--- src/rtl/vgachargen_pkg.sv ---
// Shared vgachargen parameters, region decode type and
// the character-table byte-merge helper.
package vgachargen_pkg;

  localparam int CH_T_ADDR_WIDTH = 7;
  localparam int CH_T_DATA_WIDTH = 128;
  localparam int CH_T_ENTRIES    = 2 ** CH_T_ADDR_WIDTH;

  localparam int MAP_WORDS  = 600;
  localparam int CH_T_WORDS = CH_T_DATA_WIDTH / 32;
  localparam int CH_T_WIDX_W =
    (CH_T_WORDS > 1) ? $clog2(CH_T_WORDS) : 1;

  typedef enum logic [1:0] {
    REG_CH_MAP,
    REG_COL_MAP,
    REG_CH_T,
    REG_RSVD
  } region_e;

  // Overlay the strobed bytes of wdata onto one 32-bit
  // word of a character-table entry.
  function automatic logic [CH_T_DATA_WIDTH-1:0] merge_word(
    input logic [CH_T_DATA_WIDTH-1:0] entry,
    input logic [CH_T_WIDX_W-1:0]     word_idx,
    input logic [31:0]                wdata,
    input logic [3:0]                 strb
  );
    logic [CH_T_DATA_WIDTH-1:0] res;
    res = entry;
    for (int b = 0; b < 4; b++) begin
      if (strb[b]) begin
        res[int'(word_idx)*32 + b*8 +: 8] = wdata[b*8 +: 8];
      end
    end
    return res;
  endfunction

endpackage

--- src/rtl/apb_vgachargen_bridge.sv ---
// APB3 responder mapping bus transfers onto the vgachargen
// character map, colour map and character table ports.
module apb_vgachargen_bridge
  import vgachargen_pkg::*;
#(
  parameter int APB_ADDR_WIDTH = 14,
  parameter int RD_LATENCY     = 1
) (
  input  logic                       sys_clk_i,
  input  logic                       sys_rst_i,
  input  logic                       apb_psel_i,
  input  logic                       apb_penable_i,
  input  logic                       apb_pwrite_i,
  input  logic [APB_ADDR_WIDTH-1:0]  apb_paddr_i,
  input  logic [31:0]                apb_pwdata_i,
  input  logic [3:0]                 apb_pstrb_i,
  output logic                       apb_pready_o,
  output logic [31:0]                apb_prdata_o,
  output logic                       apb_pslverr_o,
  output logic [9:0]                 ch_map_addr_o,
  output logic [31:0]                ch_map_data_o,
  output logic [3:0]                 ch_map_wen_o,
  input  logic [31:0]                ch_map_data_i,
  output logic [9:0]                 col_map_addr_o,
  output logic [31:0]                col_map_data_o,
  output logic [3:0]                 col_map_wen_o,
  input  logic [31:0]                col_map_data_i,
  output logic [CH_T_ADDR_WIDTH-1:0] ch_t_rw_addr_o,
  output logic [CH_T_DATA_WIDTH-1:0] ch_t_rw_data_o,
  output logic                       ch_t_rw_wen_o,
  input  logic [CH_T_DATA_WIDTH-1:0] ch_t_rw_data_i
);

  typedef enum logic [1:0] {
    ST_IDLE,
    ST_RD_WAIT,
    ST_RESP
  } state_e;

  state_e                 r_state;
  region_e                r_region;
  logic                   r_write;
  logic [31:0]            r_wdata;
  logic [3:0]             r_strb;
  logic [CH_T_WIDX_W-1:0] r_word;
  logic [1:0]             r_cnt;
  logic                   r_pready;
  logic                   r_pslverr;
  logic [31:0]            r_prdata;

  logic [9:0]             w_off;
  logic [9:0]             w_entry;
  logic [CH_T_WIDX_W-1:0] w_word;
  region_e                w_reg;
  logic                   w_legal;
  logic                   w_setup;
  logic                   w_unused;

  assign w_off   = apb_paddr_i[11:2];
  assign w_reg   = region_e'(apb_paddr_i[13:12]);
  assign w_entry = w_off / 10'(CH_T_WORDS);
  assign w_word  = CH_T_WIDX_W'(w_off % 10'(CH_T_WORDS));
  assign w_setup = apb_psel_i & ~apb_penable_i;
  assign w_unused = ^apb_paddr_i;

  assign apb_pready_o  = r_pready;
  assign apb_pslverr_o = r_pslverr;
  assign apb_prdata_o  = r_prdata;

  // Offset legality per region; reserved region never legal.
  always_comb begin
    w_legal = 1'b0;
    unique case (w_reg)
      REG_CH_MAP,
      REG_COL_MAP: w_legal = (w_off < 10'(MAP_WORDS));
      REG_CH_T:    w_legal = (w_entry < 10'(CH_T_ENTRIES));
      default:     w_legal = 1'b0;
    endcase
  end

  // Transfer FSM; every bus and memory output is registered.
  always_ff @(posedge sys_clk_i) begin
    if (sys_rst_i) begin
      r_state        <= ST_IDLE;
      r_region       <= REG_CH_MAP;
      r_write        <= 1'b0;
      r_wdata        <= '0;
      r_strb         <= '0;
      r_word         <= '0;
      r_cnt          <= '0;
      r_pready       <= 1'b0;
      r_pslverr      <= 1'b0;
      r_prdata       <= '0;
      ch_map_addr_o  <= '0;
      ch_map_data_o  <= '0;
      ch_map_wen_o   <= '0;
      col_map_addr_o <= '0;
      col_map_data_o <= '0;
      col_map_wen_o  <= '0;
      ch_t_rw_addr_o <= '0;
      ch_t_rw_data_o <= '0;
      ch_t_rw_wen_o  <= 1'b0;
    end else begin
      r_pready      <= 1'b0;
      ch_map_wen_o  <= '0;
      col_map_wen_o <= '0;
      ch_t_rw_wen_o <= 1'b0;
      unique case (r_state)
        ST_IDLE: begin
          if (w_setup) begin
            r_region <= w_reg;
            r_write  <= apb_pwrite_i;
            r_wdata  <= apb_pwdata_i;
            r_strb   <= apb_pstrb_i;
            r_word   <= w_word;
            r_cnt    <= '0;
            if (!w_legal) begin
              r_pready  <= 1'b1;
              r_pslverr <= 1'b1;
              r_prdata  <= '0;
              r_state   <= ST_RESP;
            end else if (apb_pwrite_i && w_reg != REG_CH_T) begin
              r_pready  <= 1'b1;
              r_pslverr <= 1'b0;
              r_prdata  <= '0;
              r_state   <= ST_RESP;
              if (w_reg == REG_CH_MAP) begin
                ch_map_addr_o <= w_off;
                ch_map_data_o <= apb_pwdata_i;
                ch_map_wen_o  <= apb_pstrb_i;
              end else begin
                col_map_addr_o <= w_off;
                col_map_data_o <= apb_pwdata_i;
                col_map_wen_o  <= apb_pstrb_i;
              end
            end else begin
              r_pslverr <= 1'b0;
              r_state   <= ST_RD_WAIT;
              unique case (w_reg)
                REG_CH_MAP:  ch_map_addr_o  <= w_off;
                REG_COL_MAP: col_map_addr_o <= w_off;
                default:
                  ch_t_rw_addr_o <= w_entry[CH_T_ADDR_WIDTH-1:0];
              endcase
            end
          end
        end
        ST_RD_WAIT: begin
          if (!apb_psel_i) begin
            r_state <= ST_IDLE;
          end else if (r_cnt == 2'(RD_LATENCY)) begin
            r_pready <= 1'b1;
            r_state  <= ST_RESP;
            unique case (r_region)
              REG_CH_MAP:  r_prdata <= ch_map_data_i;
              REG_COL_MAP: r_prdata <= col_map_data_i;
              default: begin
                if (r_write) begin
                  r_prdata       <= '0;
                  ch_t_rw_data_o <= merge_word(ch_t_rw_data_i,
                                      r_word, r_wdata, r_strb);
                  ch_t_rw_wen_o  <= |r_strb;
                end else begin
                  r_prdata <=
                    ch_t_rw_data_i[int'(r_word)*32 +: 32];
                end
              end
            endcase
          end else begin
            r_cnt <= r_cnt + 2'd1;
          end
        end
        ST_RESP: begin
          r_pslverr <= 1'b0;
          r_state   <= ST_IDLE;
        end
        default: r_state <= ST_IDLE;
      endcase
    end
  end

endmodule

--- config.mk ---
export PLATFORM = sky130hd
export DESIGN_NAME = apb_vgachargen_bridge
export DESIGN_NICKNAME = d
export VERILOG_FILES = /design/src/rtl/vgachargen_pkg.sv /design/src/rtl/apb_vgachargen_bridge.sv
export SDC_FILE = /design/constraint.sdc
export NUM_CORES = 1
export LEC_CHECK = 0
export CORE_AREA = 4 4 197 199
export CTS_CLUSTER_SIZE = 10
export DETAILED_ROUTE_END_ITERATION = 12
export DIE_AREA = 0 0 201 203
export GPL_TIMING_DRIVEN = 0
export PLACE_DENSITY = 0.69
export SYNTH_ARGS = -nofsm -noshare
export SYNTH_HDL_FRONTEND = slang
export SYNTH_SLANG_ARGS = --single-unit
--- constraint.sdc ---
create_clock -name sys_clk_i -period 2.28 [get_ports sys_clk_i]
set_input_delay 0.228 -clock sys_clk_i [delete_from_list [all_inputs] [get_ports sys_clk_i]]
set_output_delay 0.228 -clock sys_clk_i [all_outputs]
set_load 0.03 [all_outputs]
### Yosys cells after proc, flatten, opt, wreduce, memory -nomap -nowiden

Cells that the tools add are included.

| word-level totals | value |
|---|---|
| input bits | 247 |
| flip-flop bits (word level) | 307 |
| output and inout port bits | 262 |
| logic and storage cells | 146 |

| operators by class | value |
|---|---|
| muxes and demuxes | 57 |
| equality and inequality tests | 14 |
| shift-type cells | 9 |
| reductions and logical operators | 24 |
| $lt $le $gt $ge | 2 |
| add/sub/neg operators | 8 |
| bitwise logic cells | 13 |

Operators by type and width:

| operator | count |
|---|---|
| 2-to-1 mux 128 bit | 22 |
| bitwise mux 128 bit | 4 |
| variable shift 8 x 33 -> 128 bit, first input constant | 4 |
| variable part select 8 x 33 -> 128 bit | 4 |
| 2-to-1 mux 32 bit | 6 |
| one-hot mux 32 bit (2 select lines) | 2 |
| variable part select 128 x 8 -> 32 bit | 1 |
| negation 8 -> 33 bit | 3 |
| negation 7 -> 33 bit | 1 |
| 2-to-1 mux 10 bit | 3 |
| AND reduction 5 bit | 6 |
| adder 7 x 5 -> 8 bit, second input constant | 2 |
| 2-to-1 mux 2 bit | 8 |
| inequality test 2 bit, second input constant | 6 |
| NOT 1 bit | 12 |
| OR reduction 6 bit | 2 |
| less-than comparator 10 bit, second input constant | 1 |
| adder 7 x 4 -> 8 bit, second input constant | 1 |
| equality test 2 x 1 -> 1 bit, second input constant | 4 |
| less-than comparator 8 bit, second input constant | 1 |
| one-hot mux 2 bit (2 select lines) | 2 |
| AND reduction 4 bit | 2 |
| 2-to-1 mux 1 bit | 7 |
| OR reduction 7 bit | 1 |
| other kinds (11) | 22 |

### Logic depth before layout (Yosys ltp)

| logic depth | value |
|---|---|
| depth after elaboration | 28 |
| mapped depth | 8 |
| depth with buffers taken out | 6 |

### Least setup slack after synthesis

OpenSTA, ideal clock, no wires.

| timing path | value |
|---|---|
| path type | register -> register |
| start | register r_word[1] |
| end | register ch_t_rw_data_o[100] |
| setup slack | 311 ps |
| arrival | 1891 ps |
| stages on the path, launching flop included | 7 |
| data required time | 2202 ps |
| path buffers | 1 |
| clock period less this slack | 1969 ps |
| library setup time | 78 ps |
| cell sequence | dfxtp_1 > clkbuf_1 > inv_1 > ha_1 > nor4_2 > a221oi_1 > nor3_1 |

| on the way | value |
|---|---|
| word-level cells in the longest chain between the ends | 28 |
| elaborated cells between the ends (all ways) | 41 |
| those cells by class | add/sub: 7; shift: 8; mux: 26 |

Ends and longest elaborated chain:

| element | line | source |
|---|---|---|
| from (decl) | apb_vgachargen_bridge.sv:45 | `logic [CH_T_WIDX_W-1:0] r_word;` |
| from (signal assigned) | apb_vgachargen_bridge.sv:115 | `r_word <= w_word;` |
| negation 7 -> 33 bit | vgachargen_pkg.sv:33 | `res[int'(word_idx)*32 + b*8 +: 8] = wdata[b*8 +: 8];` |
| variable part select 8 x 33 -> 128 bit or variable shift 8 x 33 -> 128 bit (tied branches) | vgachargen_pkg.sv:33 |  |
| bitwise mux 128 bit | vgachargen_pkg.sv:33 |  |
| 2-to-1 mux 128 bit | vgachargen_pkg.sv:32 | `if (strb[b]) begin` |
| 2-to-1 mux 128 bit | apb_vgachargen_bridge.sv:158 | `if (r_write) begin` |
| 2-to-1 mux 128 bit | apb_vgachargen_bridge.sv:154 | `unique case (r_region)` |
| 2-to-1 mux 128 bit | apb_vgachargen_bridge.sv:151 | `end else if (r_cnt == 2'(RD_LATENCY)) begin` |
| 2-to-1 mux 128 bit | apb_vgachargen_bridge.sv:149 | `if (!apb_psel_i) begin` |
| [12 not listed] | n/a |  |
| 2-to-1 mux 128 bit | apb_vgachargen_bridge.sv:158 |  |
| 2-to-1 mux 128 bit | apb_vgachargen_bridge.sv:154 |  |
| 2-to-1 mux 128 bit | apb_vgachargen_bridge.sv:151 |  |
| 2-to-1 mux 128 bit | apb_vgachargen_bridge.sv:149 |  |
| 2-to-1 mux 128 bit | apb_vgachargen_bridge.sv:108 | `unique case (r_state)` |
| 2-to-1 mux 128 bit | apb_vgachargen_bridge.sv:83 | `if (sys_rst_i) begin` |
| bitwise mux 128 bit | vgachargen_pkg.sv:33 |  |
| 2-to-1 mux 128 bit * | vgachargen_pkg.sv:32 |  |
| to (signal assigned) | apb_vgachargen_bridge.sv:160 | `ch_t_rw_data_o <= merge_word(ch_t_rw_data_i,` |
| to (decl) | apb_vgachargen_bridge.sv:29 | `output logic [CH_T_DATA_WIDTH-1:0] ch_t_rw_data_o,` |

Every way passes the cells marked *; elsewhere a longest branch is shown, timed or not. The select of a mux whose other input is x is not followed.
A chain may end at the register's enable or synchronous reset.

### Final worst setup path

| timing path | value |
|---|---|
| start | register r_word[1] |
| end | register ch_t_rw_data_o[55] |

The elaborated chain is that of the path after synthesis.

==> impl_metrics.json <==
{
  "timing.critical_path.fanout_max": 10,
  "grt_first_pass_wirelength_um": 99300,
  "placement_row_count": 71,
  "portBuffers": 504,
  "hold_start": "apb_paddr_i[13]",
  "rr_endpoint": "ch_t_rw_data_o[55]",
  "drc": 0,
  "drv_cap": 0,
  "synth.net_count": 1863,
  "cts.htree.levels": 2,
  "syn-mean-instance-area_sq_um": 8.59,
  "worst_setup_skew_after_layout_ps": 20.0,
  "power_density_mw_per_mm2": 599,
  "detail_route.wirelength_um": 67900,
  "grt-ovfl-total": 0,
  "place.detailed.hpwl_um": 52800,
  "cts_max_path_buffers": 3,
  "timing_max_transition_violations_final": 0,
  "cts_num_sinks": 307,
  "worst_skew_pair.late_latency_ps": 520,
  "drt-initial-drc-count": 1278,
  "area_growth_syn_to_layout_pct": 52.6,
  "max_freq_ghz": 0.442,
  "tightestPinTransition_ps": 787,
  "drt_first_pass_iters": 6,
  "die_width_um": 201,
  "cts_tree": "yes",
  "gp_routability_congestion": 0.927,
  "ant_nets": 0,
  "cp.arrival_ps": 2630,
  "timing.final.crit_share": 0.993,
  "design.final.nets": 2422,
  "io_pins": 509,
  "report.power.total_w": 0.0126,
  "r2r_start": "r_word[1]",
  "antenna_violations_before_repair": 6,
  "vdd_ir_drop_max_mv": 0.463,
  "synth.lib_cells_used.distinct": 40,
  "required_ps": 2650,
  "die-height_um": 203,
  "critical_path_sink_type": "flip-flop",
  "run_status": "complete, no violations",
  "drive_above_1_share": 0.0747,
  "utilization": 0.566,
  "setup.worst_path.start_class": "flip-flop",
  "fin_ws_ps": 15.8,
  "seq_area_frac_synth": 0.445,
  "setup_viol": 0,
  "final_hold_viol_count": 0,
  "timing.hold.worst.class": "in2reg",
  "via_count": 15700,
  "netlist_area_sq_mm": 0.0138,
  "wl_per_cell_um": 25.6,
  "pre_cts_worst_setup_slack_ps": -863,
  "worst-r2r-cell-count": 8,
  "grt_setup_unrepaired": "yes",
  "yosys_warnings": 0,
  "clock_root_buffer_master": "sky130_fd_sc_hd__clkbuf_16",
  "whs_endpoint": "r_region[1]",
  "timing_worst_setup_path_type": "reg2reg",
  "slew-limit-headroom": 0.476,
  "initial_core_util": 0.371,
  "post_route_worst_hold_slack_ps": 57.8,
  "syn-instance-count": 1609,
  "layout_min_cycle_time_ps": 2260,
  "grt_max_degree": 11,
  "cts_made_buffers": 38,
  "total_leakage_power_nw": 6.97,
  "worstHoldPathCells": 3,
  "first_global_vias": 15700,
  "cts.reportedPaths.clkPinSlew_ps": 60,
  "r2r_setup_slack_ps": 20,
  "placeableCoreArea_sq_mm": 0.0372,
  "groute.usage.overall": 0.313,
  "synth_seq_cells": 307,
  "viasPerCell": 5.89,
  "fp.dieArea_sq_mm": 0.0408
}
worst max-delay path by stage:
| stage | slack, ps | endpoint | cells past startpoint | from |
|---|---|---|---|---|
| after detailed placement | -860 | apb_prdata_o[20] | 6 | apb_paddr_i[8] |
| after CTS | -30 | apb_prdata_o[1] | 6 | r_word[0] |
| after global placement | -860 | apb_prdata_o[13] | 6 | apb_paddr_i[8] |
| after global routing | -50 | ch_t_rw_data_o[91] | 8 | r_word[0] |
| final | 20 | ch_t_rw_data_o[55] | 8 | r_word[1] |
| after floorplan | 310 | ch_t_rw_data_o[100] | 6 | r_word[1] |
cells by family (layout without fill, tap and decap cells):
group,after synthesis,after routing,synth area share
adder cells (fa/ha/maj),7,7,0.00634
flip-flops,307,307,0.445
AND/OR/NAND/NOR,579,579,0.206
other,0,3,0
multiplexers,135,135,0.0978
AO/OA/AOI/OAI,419,419,0.198
buffers and inverters,162,735,0.0471
registers in the layout, indices dropped and copies added (netlist names), 2 cells and up:
register / cells
ch_t_rw_data_o: 128
apb_prdata_o: 32
ch_map_data_o: 32
col_map_data_o: 32
r_wdata: 32
ch_map_addr_o: 10
col_map_addr_o: 10
ch_t_rw_addr_o: 7
ch_map_wen_o: 4
col_map_wen_o: 4
r_strb: 4
r_cnt: 2
r_region: 2
r_state: 2
r_word: 2
synth_stat cells:
library cell	n	area, sq um
sky130_fd_sc_hd__o221a_1	1	11.3
sky130_fd_sc_hd__o21ai_0	83	415
sky130_fd_sc_hd__nand2b_1	53	332
sky130_fd_sc_hd__or3b_2	1	8.76
sky130_fd_sc_hd__a2111oi_0	2	17.5
sky130_fd_sc_hd__a211oi_2	1	12.5
sky130_fd_sc_hd__nor3b_1	9	67.6
sky130_fd_sc_hd__buf_2	19	95.1
sky130_fd_sc_hd__nor4b_4	1	23.8
sky130_fd_sc_hd__nand2_1	102	383
sky130_fd_sc_hd__a211oi_1	1	7.51
sky130_fd_sc_hd__nor3_1	136	681
sky130_fd_sc_hd__o21ai_1	15	75.1
sky130_fd_sc_hd__and3b_1	1	8.76
sky130_fd_sc_hd__a221oi_1	128	1120
sky130_fd_sc_hd__nor4_1	1	6.26
sky130_fd_sc_hd__clkbuf_1	127	477
sky130_fd_sc_hd__or2_1	2	12.5
sky130_fd_sc_hd__mux2i_1	135	1350
sky130_fd_sc_hd__nand3_1	14	70.1
sky130_fd_sc_hd__o31ai_1	32	240
sky130_fd_sc_hd__or2_2	1	6.26
sky130_fd_sc_hd__buf_1	6	22.5
sky130_fd_sc_hd__nor2_1	170	638
sky130_fd_sc_hd__nor2b_1	13	81.3
sky130_fd_sc_hd__nor4b_2	3	45.0
sky130_fd_sc_hd__o22a_1	1	8.76
sky130_fd_sc_hd__dfxtp_1	307	6150
sky130_fd_sc_hd__o221ai_2	1	15.0
sky130_fd_sc_hd__buf_4	3	22.5
sky130_fd_sc_hd__nand4_1	64	400
sky130_fd_sc_hd__ha_1	7	87.6
sky130_fd_sc_hd__buf_6	1	11.3
sky130_fd_sc_hd__a21oi_1	122	611
sky130_fd_sc_hd__or3_1	1	6.26
sky130_fd_sc_hd__inv_1	6	22.5
sky130_fd_sc_hd__nand3b_1	2	15.0
sky130_fd_sc_hd__nand3_2	1	10.0
sky130_fd_sc_hd__nor4_2	4	50.1
sky130_fd_sc_hd__o22ai_1	32	200
area by class of cell:
class | count | area [sq um]
plain buffers | 153 | 672
repair buffers | 522 | 5230
diodes | 3 | 7.51
multi-input cells | 1140 | 7300
clock buffers | 51 | 1060
clock inverters | 3 | 43.8
inverters | 6 | 26.3
flip-flops and latches | 307 | 6150
well taps | 474 | 593
fillers | 3352 | 16100
critical path, cell delays in order (launching register included):
cell and delay (ps):
sky130_fd_sc_hd__dfxtp_1 420, sky130_fd_sc_hd__clkbuf_4 300, sky130_fd_sc_hd__inv_1 140, sky130_fd_sc_hd__ha_2 250
sky130_fd_sc_hd__nand2_1 370, sky130_fd_sc_hd__nor3_4 40, sky130_fd_sc_hd__buf_4 180, sky130_fd_sc_hd__a221oi_1 320
sky130_fd_sc_hd__nor3_1 90
cells in the final DEF, fill, tap and decap left out, types with 14 or more instances in the layout:
| master | Yosys | final |
|---|---|---|
| sky130_fd_sc_hd__clkbuf_16 | 0 | 39 |
| sky130_fd_sc_hd__o21ai_0 | 83 | 83 |
| sky130_fd_sc_hd__clkbuf_2 | 0 | 24 |
| sky130_fd_sc_hd__nor2_1 | 170 | 167 |
| sky130_fd_sc_hd__o31ai_1 | 32 | 32 |
| sky130_fd_sc_hd__nand2b_1 | 53 | 53 |
| sky130_fd_sc_hd__nand4_1 | 64 | 64 |
| sky130_fd_sc_hd__buf_4 | 3 | 20 |
| sky130_fd_sc_hd__clkdlybuf4s50_1 | 0 | 504 |
| sky130_fd_sc_hd__nand2_1 | 102 | 91 |
| sky130_fd_sc_hd__a221oi_1 | 128 | 122 |
| sky130_fd_sc_hd__nand3_1 | 14 | 14 |
| sky130_fd_sc_hd__a21oi_1 | 122 | 122 |
| sky130_fd_sc_hd__dfxtp_1 | 307 | 306 |
| sky130_fd_sc_hd__nor3_1 | 136 | 130 |
| sky130_fd_sc_hd__o21ai_1 | 15 | 15 |
| sky130_fd_sc_hd__buf_2 | 19 | 18 |
| sky130_fd_sc_hd__mux2i_1 | 135 | 135 |
| sky130_fd_sc_hd__clkbuf_1 | 127 | 107 |
| sky130_fd_sc_hd__o22ai_1 | 32 | 30 |
where the power goes:
part	leakage (nW)	internal, W	switching (W)
Combinational	3.95	0.000673	0.000815
Clock	0.541	0.00332	0.00228
Sequential	2.48	0.00542	0.0000969
Total	6.97	0.00942	0.00320
repair_timing:
action,in CTS,in global routing
pin swaps,10,2
setup buffers,15,3
gates resized for setup,51,59
endpoints found under the setup margin,224,138
cloned,0,0
hold buffers,0,0
stage by stage:
| stage | std cells | setup TNS (ps) | instance area [sq um] |
|---|---|---|---|
| 4_1_cts | 2653 | -29.9 | 20900 |
| 2_1_floorplan | 1609 | 0 | 13800 |
| 3_5_place_dp | 2587 | -164580 | 19500 |
| 5_1_grt | 2659 | -322 | 21100 |
| 6_report | 2659 | 0 | 21100 |
| 3_3_place_gp | 2587 | -146730 | 19500 |
per-layer routing:
layer | global-route usage | part of all wire | up-vias
li1 | - | - | 7055
met1 | 0.379 | 0.39 | 7547
met2 | 0.542 | 0.48 | 882
met3 | 0.0783 | 0.092 | 168
met4 | 0.109 | 0.036 | 6
met5 | 0 | 0.00046 | -
No activity file was read; power rests on OpenSTA's default activity.
